[config.mk]
export PLATFORM = sky130hd
export DESIGN_NAME = sync_fifo_flags
export DESIGN_NICKNAME = d
export VERILOG_FILES = /design/src/rtl/sync_fifo_flags.sv
export SDC_FILE = /design/constraint.sdc
export NUM_CORES = 1
export LEC_CHECK = 0
export CORE_ASPECT_RATIO = 0.5
export CORE_MARGIN = 4
export CORE_UTILIZATION = 55
export DETAILED_ROUTE_END_ITERATION = 10
export MAX_ROUTING_LAYER = met4
export PLACE_DENSITY_LB_ADDON = 0.08
export SKIP_LAST_GASP = 1
export SLEW_MARGIN = 10
export SYNTH_ARGS = -nofsm -noshare
export SYNTH_HDL_FRONTEND = slang
export SYNTH_SLANG_ARGS = --single-unit
[constraint.sdc]
create_clock -name clk -period 2.64 [get_ports clk]
set_input_delay 0.792 -clock clk [delete_from_list [all_inputs] [get_ports clk]]
set_output_delay 0.792 -clock clk [all_outputs]
set_load 0.05 [all_outputs]
[src/rtl/sync_fifo_flags.sv]
// sync_fifo_flags: single-clock register-array FIFO of arbitrary depth with
// a fill count, programmable almost-full/almost-empty thresholds, sticky
// overflow/underflow flags and a selectable first-word-fall-through read port.
module sync_fifo_flags #(
   parameter int DEPTH     = 8,
   parameter int WIDTH     = 8,
   parameter int AF_THRESH = DEPTH - 2,
   parameter int AE_THRESH = 1,
   parameter bit FWFT      = 1'b0
) (
   input  logic                       clk,
   input  logic                       rst,
   input  logic                       w_en,
   input  logic                       r_en,
   input  logic [WIDTH-1:0]           data_in,
   input  logic                       clr_err,
   output logic [WIDTH-1:0]           data_out,
   output logic                       full,
   output logic                       empty,
   output logic                       almost_full,
   output logic                       almost_empty,
   output logic [$clog2(DEPTH+1)-1:0] count,
   output logic                       overflow,
   output logic                       underflow
);

   localparam int CW = $clog2(DEPTH + 1);
   localparam int PW = (DEPTH > 1) ? $clog2(DEPTH) : 1;

   logic [WIDTH-1:0] mem [DEPTH];
   logic [PW-1:0]    wr_ptr, rd_ptr;
   logic [CW-1:0]    cnt_q;
   logic             rd_ok, wr_ok;

   // Depth need not be a power of two, so wrap explicitly at DEPTH-1.
   function automatic logic [PW-1:0] ptr_inc(input logic [PW-1:0] p);
      return (p == PW'(DEPTH - 1)) ? '0 : p + PW'(1);
   endfunction

   // Flags come straight from the registered count.
   assign count        = cnt_q;
   assign empty        = (cnt_q == '0);
   assign full         = (cnt_q == CW'(DEPTH));
   assign almost_full  = (cnt_q >= CW'(AF_THRESH));
   assign almost_empty = (cnt_q <= CW'(AE_THRESH));

   // A write into a full FIFO only goes through when a read frees a slot
   // on the same edge; a read of an empty FIFO never bypasses the write.
   assign rd_ok = r_en & ~empty;
   assign wr_ok = w_en & (~full | rd_ok);

   // Storage array; not reset, contents are qualified by the count.
   always_ff @(posedge clk) begin
      if (wr_ok) mem[wr_ptr] <= data_in;
   end

   // Pointers and occupancy.
   always_ff @(posedge clk or posedge rst) begin
      if (rst) begin
         wr_ptr <= '0;
         rd_ptr <= '0;
         cnt_q  <= '0;
      end else begin
         if (wr_ok) wr_ptr <= ptr_inc(wr_ptr);
         if (rd_ok) rd_ptr <= ptr_inc(rd_ptr);
         if (wr_ok && !rd_ok)      cnt_q <= cnt_q + CW'(1);
         else if (rd_ok && !wr_ok) cnt_q <= cnt_q - CW'(1);
      end
   end

   // Sticky error flags; a new error on the clearing edge keeps the flag set.
   always_ff @(posedge clk or posedge rst) begin
      if (rst) begin
         overflow  <= 1'b0;
         underflow <= 1'b0;
      end else begin
         if (w_en && !wr_ok) overflow <= 1'b1;
         else if (clr_err)   overflow <= 1'b0;
         if (r_en && !rd_ok) underflow <= 1'b1;
         else if (clr_err)   underflow <= 1'b0;
      end
   end

   generate
      if (FWFT) begin : g_fwft
         // Head word is shown as soon as it is stored; read pops it.
         assign data_out = empty ? '0 : mem[rd_ptr];
      end else begin : g_reg
         logic [WIDTH-1:0] dout_q;
         // Registered read: word appears the cycle after the accepted read.
         always_ff @(posedge clk or posedge rst) begin
            if (rst)        dout_q <= '0;
            else if (rd_ok) dout_q <= mem[rd_ptr];
         end
         assign data_out = dout_q;
      end
   endgenerate

endmodule

[After elaboration in Yosys (flattened, before gate mapping)]
Memory sizes are Yosys's and may differ from the RTL's. A register that Yosys moved wholly into a read port is not among the register bits.
Index checks and enable logic that the tools add are counted.
Storage, ports and cells
  bits in read-only memories: 0
  bits in writable memories: 64
  output and inout bits: 18
  word-level logic and storage cells: 39
  bits in registers: 12
  latch bits: 0
  input port bits: 13
  memories kept: 1
Memory list
  mem: depth 8, bits a word 8, rd ports 1, clocked after memory_dff 1, write ports 1, RTL line 30  | logic [WIDTH-1:0] mem [DEPTH];
Operators by class
  $mul: 0
  magnitude comparators: 2
  divide/modulo/power cells: 0
  muxes and demuxes: 9
  equal/unequal tests: 3
  shifts and indexed selects: 0
  bitwise operators: 5
  add/sub/neg operators: 4
  reduce and logical (&&, ||, !) cells: 10
Operators with widths (number)
  4-bit two-way mux: 2
  3-bit by 1-bit adder with 3-bit output (second input constant): 2
  3-bit equality test (second input constant): 2
  3-bit two-way mux: 2
  2-bit nonzero test: 3
  1-bit two-way mux: 5
  4-bit by 1-bit adder with 4-bit output (second input constant): 1
  4-bit equality test (second input constant): 1
  4-bit by 3-bit greater-or-equal comparator with 1-bit output (second input constant): 1
  4-bit by 1-bit <= comparator with 1-bit output (second input constant): 1
  1-bit logical AND: 4
  4-bit logical NOT: 1
  4-bit by 1-bit subtractor with 4-bit output (second input constant): 1
  1-bit AND: 2
  1-bit logical NOT: 2
  1-bit NOT: 2
  1-bit OR: 1

[Logic depth before layout (Yosys ltp)]
Gate-level depths: netlist (run 1).
  depth after elaboration: 9
  mapped depth: 9
  mapped depth without buffers: 9

[Worst setup path after synthesis (run 1)]
No wires, ideal clock.
  path kind: register to output
  start point: reg cnt_q[0] (netlist: count[0])
  end point: out almost_empty
  stages on the path, launching flop included: 5
  data arrival time: 2.036 ns
  buffers on the path: 0
  slack: -0.188 ns
  data required time: 1.848 ns
  path through: dfrtp_1 inv_1 ha_1 nor2_1 nor3_1
On the way
  cells in the longest elaborated chain, start to end: 1
Ends and longest elaborated chain
  from (decl): RTL line 32  | logic [CW-1:0] cnt_q;
  from (signal assigned): RTL line 66  | if (wr_ok && !rd_ok) cnt_q <= cnt_q + CW'(1);
  from (signal assigned): RTL line 67  | else if (rd_ok && !wr_ok) cnt_q <= cnt_q - CW'(1);
  4-bit by 1-bit <= comparator with 1-bit output: RTL line 45  | assign almost_empty = (cnt_q <= CW'(AE_THRESH));
  to (decl): RTL line 21  | output logic almost_empty,
No other way between the ends.

[Worst setup path in the final report (run 1)]
  start point: reg cnt_q[0] (netlist: count[0])
  end point: out empty
On the way
  cells in the longest elaborated chain, start to end: 1
Ends and longest elaborated chain
  4-bit logical NOT: RTL line 42  | assign empty = (cnt_q == '0);
  to (decl): RTL line 19  | output logic empty,
No other way between the ends.

==> impl_metrics.py, run 1 <==
metrics = {
    "clocking": {
        "cts.sinks": 84,
        "ctsResizeCount": 0,
        "clk_pin_slew_ps": 60,
        "post_cts_buffers": 0,
        "clk_path_buf_depth": 2,
        "cts_tree": "done",
        "ctsHoldBuffers": 0,
        "worstSkewPairLatency_ps": 330,
        "root_buffer": "clkbuf_16",
        "h-tree-depth": 3,
        "cts_buffers": 9,
    },
    "floorplan": {
        "die-area_um2": 7818,
        "initial_core_util": 0.5739,
        "fp.coreArea_um2": 6131,
        "ios": 31,
        "die_x_um": 121.1,
        "row_count": 20,
        "die_h_um": 64.56,
    },
    "synth": {
        "syn_inst": 219,
        "ys_seq_elements": 84,
        "synth_top_area_frac": 0.5462,
        "synth.cell_area_um2": 3518,
        "synth-seq-area-share": 0.6885,
        "synth_edf_count": 64,
        "synth_most_common_cell": "edfxtp_1",
        "synth_async_sr_flop_share": 0.2381,
        "synth_nets": 241,
        "yosysTopAreaCell": "edfxtp_1",
        "synthTopCellsByArea": "edfxtp_1 55%, dfrtp_1 14%, mux2i_1 4.8%, mux2_1 4.8%, ha_1 3.2%",
        "synth_cell_types": 34,
        "synthFlopType": "edfxtp_1",
        "yosysWarnings": 0,
        "synth_common_cells": "64 x edfxtp_1, 20 x dfrtp_1, 17 x mux2i_1, 15 x mux2_1, 12 x o21ai_0",
        "avgSynthCellArea_um2": 16.07,
    },
    "routing": {
        "first_pass_iters": 4,
        "drtIter0Drc": 131,
        "vias": 1997,
        "drtAntennaViolNets": 0,
        "drc_errors": 0,
        "viasPerCell": 5.547,
        "wl_um": 6635,
        "wl_per_cell_um": 18.43,
    },
    "sta": {
        "max-slew-margin-rel": 0.4830,
        "period_needed_ps": 2488,
        "finalHoldViolCount": 0,
        "period_share": 0.9426,
        "setup_viol": 0,
        "layout_setup_ws_ps": 151.6,
        "tightest_slew_ps": 773.9,
        "fmax_mhz": 401.9,
        "fin_tns_setup_ps": 0,
        "rsz0062_at_grt": "no",
        "slew_violations": 0,
        "skew_ps": 3.968,
    },
    "layout": {
        "drive_gt1_frac": 0.1691,
        "num_antenna_cells": 0,
        "ff_latch_area_um2": 2422,
        "filler_cell_count": 398,
        "multi_input_comb_area_um2": 1015,
        "final_nets": 289,
        "area_growth_pct": 22.08,
    },
    "outcome": {
        "status": "finished clean",
    },
    "global_routing": {
        "grt_usage": 0.1993,
        "grt_pass1_wl_um": 10830,
        "grt-ovfl-total": 0,
        "grt_max_degree": 21,
        "grt_antenna_before_repair": 0,
        "grt_pass1_vias": 2046,
    },
    "worst_setup_path": {
        "crit_required_ps": 1850,
        "critPathLaunchType": "flop",
        "critPathCaptureType": "output port",
        "path_class": "reg -> out",
        "critPathMaxFanout": 7,
        "crit_arrival_ps": 1700,
    },
    "place": {
        "dpl_worst_slack_ps": 22.64,
        "gp_congestion": 0.7952,
        "hpwl_um": 4447,
        "place.port_buffers": 30,
    },
    "worst_hold_path": {
        "hold_path_class": "reg -> reg",
    },
    "power": {
        "leakage_nw": 1.614,
        "peakVddDrop_mv": 0.6042,
        "powerDensity_nw_per_um2": 1194,
    },
    "flow_run": {
        "drv_cap": 0,
    },
}
[layout make-up]
type | count | area share
multi-input cells | 120 | 0.2362
inverters | 7 | 0.006117
clock inverters | 6 | 0.01515
repair buffers | 45 | 0.09962
flip-flops and latches | 84 | 0.5639
well taps | 88 | 0.02563
clock buffers | 10 | 0.05331
[cells in the final DEF, fill, tap and decap left out, types with 2 or more instances in the layout]
cell type and count:
buf_4 17, clkbuf_16 9, clkinv_2 2, o21ai_0 12
nor3_1 4, dfrtp_1 20, ha_1 9, nand2b_1 5
nand2_1 3, mux2_1 15, o22ai_1 8, buf_12 2
a22o_1 9, mux2_2 6, xor2_1 3, mux2i_1 17
nor2_1 8, edfxtp_1 64, clkdlybuf4s50_1 26, inv_1 7
o31ai_1 8
[final timing paths]
| kind | slack, ps | to | startpoint | cells past startpoint |
|---|---|---|---|---|
| worst max-delay path | 150 | empty | count[0]$_DFFE_PP0P_ | 4 |
| worst min-delay path | 500 | overflow$_DFFE_PP0P_ | overflow$_DFFE_PP0P_ | 1 |
| worst max register to register | 430 | count[3]$_DFFE_PP0P_ | count[0]$_DFFE_PP0P_ | 9 |
| worst min register to register | 500 | overflow$_DFFE_PP0P_ | overflow$_DFFE_PP0P_ | 1 |
| max in group asynchronous | 1620 | data_out[3]$_DFFE_PP0P_ | rst | 3 |
| min in group asynchronous | 800 | count[2]$_DFFE_PP0P_ | rst | 3 |
[per-layer routing]
layer / GRT usage / vias to the layer above / routed length (um) / share of wire
li1: - / 943 / - / -
met1: 0.2453 / 982 / 2899 / 0.44
met2: 0.3013 / 66 / 3095 / 0.47
met3: 0.07672 / 6 / 557 / 0.084
met4: 0.07768 / 0 / 82 / 0.012
met5: - / - / 0 / 0
[per-stage QoR]
| stage | cells | total power, mW | hold WS (ps) | cell area, um^2 | utilization |
|---|---|---|---|---|---|
| 2_1_floorplan | 219 | 3.343 | 550.9 | 3523 | - |
| 3_3_place_gp | 344 | 3.905 | 479.6 | 4001 | 0.6527 |
| 3_5_place_dp | 344 | 3.962 | 496.7 | 4001 | 0.6527 |
| 4_1_cts | 360 | 5.185 | 509.2 | 4295 | 0.7006 |
| 5_1_grt | 360 | 5.413 | 547.9 | 4295 | 0.7006 |
| 6_report | 360 | 5.127 | 501.8 | 4295 | 0.7006 |
[critical path, stage by stage, from the launching register on]
cell     delay [ps]
dfrtp_1         450
inv_1           110
ha_1            230
nor3b_2         380
buf_12          190
[cells by family (layout without fill, tap and decap cells)]
family / count (synthesis) / count (layout) / synth area share
flops: 84 / 84 / 0.6885
fa+ha+maj: 9 / 9 / 0.03201
xor+xnor: 4 / 4 / 0.009959
compound gates: 41 / 41 / 0.08286
simple gates: 28 / 28 / 0.04481
mux: 38 / 38 / 0.1156
buf+inv: 15 / 68 / 0.02632
[power by group]
part           leakage, nW  switching [mW]  total [mW]  internal, mW
Clock                0.143           0.475        1.21         0.733
Combinational        0.648            1.18        1.96         0.784
Sequential           0.823           0.227        1.96          1.73
[flip-flops by register name, summed over array words and instances, names as in the netlist]
name / flops
rd_ptr: 3
count: 4
wr_ptr: 3
data_out: 8
underflow: 1
overflow: 1
mem: 64
Note: power is estimated with default switching activity, not from simulation.
==> run 2, diff against run 1 <==
--- a/config.mk
+++ b/config.mk
@@ -8,9 +8,10 @@
 export CORE_ASPECT_RATIO = 0.5
 export CORE_MARGIN = 4
 export CORE_UTILIZATION = 55
+export CTS_CLUSTER_DIAMETER = 200
 export DETAILED_ROUTE_END_ITERATION = 10
 export MAX_ROUTING_LAYER = met4
-export PLACE_DENSITY_LB_ADDON = 0.08
+export PLACE_DENSITY = 0.76
 export SKIP_LAST_GASP = 1
 export SLEW_MARGIN = 10
 export SYNTH_ARGS = -nofsm -noshare
==> impl_metrics.py, run 2 (synthesized netlist as in run 1, its figures left out) <==
metrics = {
    "power": {
        "peakVddDrop_mv": 0.4621,
        "p_int_mw": 3.271,
        "seqPwrFrac": 0.383,
        "pwr-share-comb": 0.379,
        "p_switching_mw": 1.967,
        "netSwitchingFraction": 0.3755,
        "powerDensity_nw_per_um2": 1212,
        "leakage_nw": 1.624,
        "clkPwrFrac": 0.238,
    },
    "sta": {
        "fin_tns_setup_ps": 0,
        "tightest_slew_ps": 857.2,
        "finalHoldViolCount": 0,
        "skew_ps": 8.032,
        "setup_viol": 0,
        "period_share": 0.9634,
        "rsz0062_at_grt": "no",
        "fmax_mhz": 393.2,
        "layout_setup_ws_ps": 96.60,
        "max-slew-margin-rel": 0.4273,
        "period_needed_ps": 2543,
        "slew_violations": 0,
    },
    "clocking": {
        "clk_path_buf_depth": 2,
        "cts.sinks": 84,
        "clk_pin_slew_ps": 60,
        "worstSkewPairLatency_ps": 340,
        "cts_tree": "done",
        "cts_buffers": 9,
        "h-tree-depth": 3,
        "ctsResizeCount": 0,
        "ctsHoldBuffers": 0,
        "root_buffer": "clkbuf_16",
        "post_cts_buffers": 0,
    },
    "routing": {
        "drtIter0Drc": 161,
        "drtAntennaViolNets": 0,
        "viasPerCell": 5.812,
        "drc_errors": 0,
        "wl_per_cell_um": 20.78,
        "wl_um": 7523,
        "vias": 2104,
        "first_pass_iters": 4,
    },
    "global_routing": {
        "grt_max_degree": 21,
        "grt_pass1_wl_um": 11660,
        "grt_antenna_before_repair": 0,
        "grt-ovfl-total": 0,
        "grt_pass1_vias": 2140,
        "grt_usage": 0.2125,
    },
    "flow_run": {
        "drv_cap": 0,
    },
    "layout": {
        "regMostFlops": "mem",
        "filler_cell_count": 404,
        "final_cell_mix": "64 x edfxtp_1, 26 x clkdlybuf4s50_1, 20 x dfrtp_1",
        "stdcell_area_um2": 4323,
        "final_nets": 291,
        "num_antenna_cells": 0,
        "drive_gt1_frac": 0.1752,
        "largest_reg_flops": 64,
        "final_common_cell": "edfxtp_1",
        "area_growth_pct": 22.87,
        "instances_no_fill": 362,
    },
    "place": {
        "hpwl_um": 4643,
        "dpl-instance-area_um2": 4016,
        "gp_congestion": 0.8734,
        "place.port_buffers": 30,
        "dpl_worst_slack_ps": 50.87,
        "dp_cells": 346,
    },
    "floorplan": {
        "row_count": 20,
        "fp.coreArea_um2": 6131,
        "initial_core_util": 0.5739,
        "die-area_um2": 7818,
        "die_h_um": 64.56,
        "ios": 31,
        "die_x_um": 121.1,
    },
    "outcome": {
        "status": "finished clean",
    },
    "worst_setup_path": {
        "crit_arrival_ps": 1750,
        "critPathMaxFanout": 8,
        "critPathCaptureType": "output port",
        "cp_slowest_stage_delay_ps": 880,
        "critPathLaunchType": "flop",
        "path_class": "reg -> out",
        "cp_top_family": "buffers and inverters",
        "crit_chain": "clkdlybuf4s50_1",
        "critPathBufInv": 1,
        "crit_required_ps": 1850,
        "crit_slowest_cell": "clkdlybuf4s50_1",
    },
    "worst_hold_path": {
        "hold_path_class": "reg -> reg",
    },
}
==> run 2: cell types whose count changed in the layout (fill, tap and decap cells not counted) <==
cell,previous run,this run
clkinv_2,2,0
inv_6,1,2
nor3b_4,0,1
buf_4,17,19
nor3b_2,1,0
clkinvlp_4,1,2
==> run 2: worst reg2reg max path: stages (launching register included) <==
cell and delay [ps]:
dfrtp_1 470, inv_1 120, ha_1 240, nand3b_1 190
o21ai_4 180, inv_1 60, ha_1 190, or4_1 420
a21oi_2 160, xor2_1 150
==> run 2: path summary, 6_finish.rpt <==
check / start / endpoint / slack (ps) / cells after the start
hold / removal: overflow$_DFFE_PP0P_ / overflow$_DFFE_PP0P_ / 500 / 1
setup reg to reg: count[0]$_DFFE_PP0P_ / count[3]$_DFFE_PP0P_ / 400 / 9
max in group asynchronous: rst / rd_ptr[2]$_DFFE_PP0P_ / 1600 / 3
setup / recovery: count[2]$_DFFE_PP0P_ / count[2] / 100 / 1
hold reg to reg: overflow$_DFFE_PP0P_ / overflow$_DFFE_PP0P_ / 500 / 1
min in group asynchronous: rst / wr_ptr[0]$_DFFE_PP0P_ / 810 / 3
==> run 2: area by class of cell <==
| type | instances | area, um^2 | share of cell area |
|---|---|---|---|
| inverters | 7 | 26.28 | 0.006078 |
| repair buffers | 47 | 442.9 | 0.1025 |
| flip-flops and latches | 84 | 2422 | 0.5603 |
| well taps | 88 | 110.1 | 0.02547 |
| clock inverters | 6 | 71.32 | 0.01650 |
| clock buffers | 10 | 229.0 | 0.05297 |
| multi-input cells | 120 | 1021 | 0.2362 |
==> run 2: per-stage QoR <==
step | hold WS [ps] | utilization | power, mW
floorplan | 550.9 | - | 3.343
global placement | 480.4 | 0.6551 | 3.896
detailed placement | 494.4 | 0.6551 | 3.976
CTS | 508.5 | 0.7041 | 5.263
global route | 549.0 | 0.7051 | 5.506
finish | 499.5 | 0.7051 | 5.238
==> run 2: power groups by stage <==
stage                     sequential [mW]  clock, mW  combinational (mW)
final                                2.01       1.25                1.99
after global routing                 2.05       1.34                2.13
after CTS                            2.00       1.27                1.99
after detailed placement             2.01          0                1.96
after global placement               1.99          0                1.91
after floorplan                      2.27          0                1.07
==> run 2: routing by layer <==
metal  vias up  track usage  wire (um)  share of wire
li1        947            -          -              -
met1      1035       0.2534       3059           0.41
met2       108       0.3435       3628           0.48
met3        14      0.08108        733          0.097
met4         0      0.05932        102          0.014
met5         -            -          0              0
==> run 3, diff against run 2 <==
--- a/config.mk
+++ b/config.mk
@@ -5,6 +5,7 @@
 export SDC_FILE = /design/constraint.sdc
 export NUM_CORES = 1
 export LEC_CHECK = 0
+export CAP_MARGIN = 5
 export CORE_ASPECT_RATIO = 0.5
 export CORE_MARGIN = 4
 export CORE_UTILIZATION = 55
==> results of run 3 <==
Final layout, timing and power as in run 2 (identical DEF).
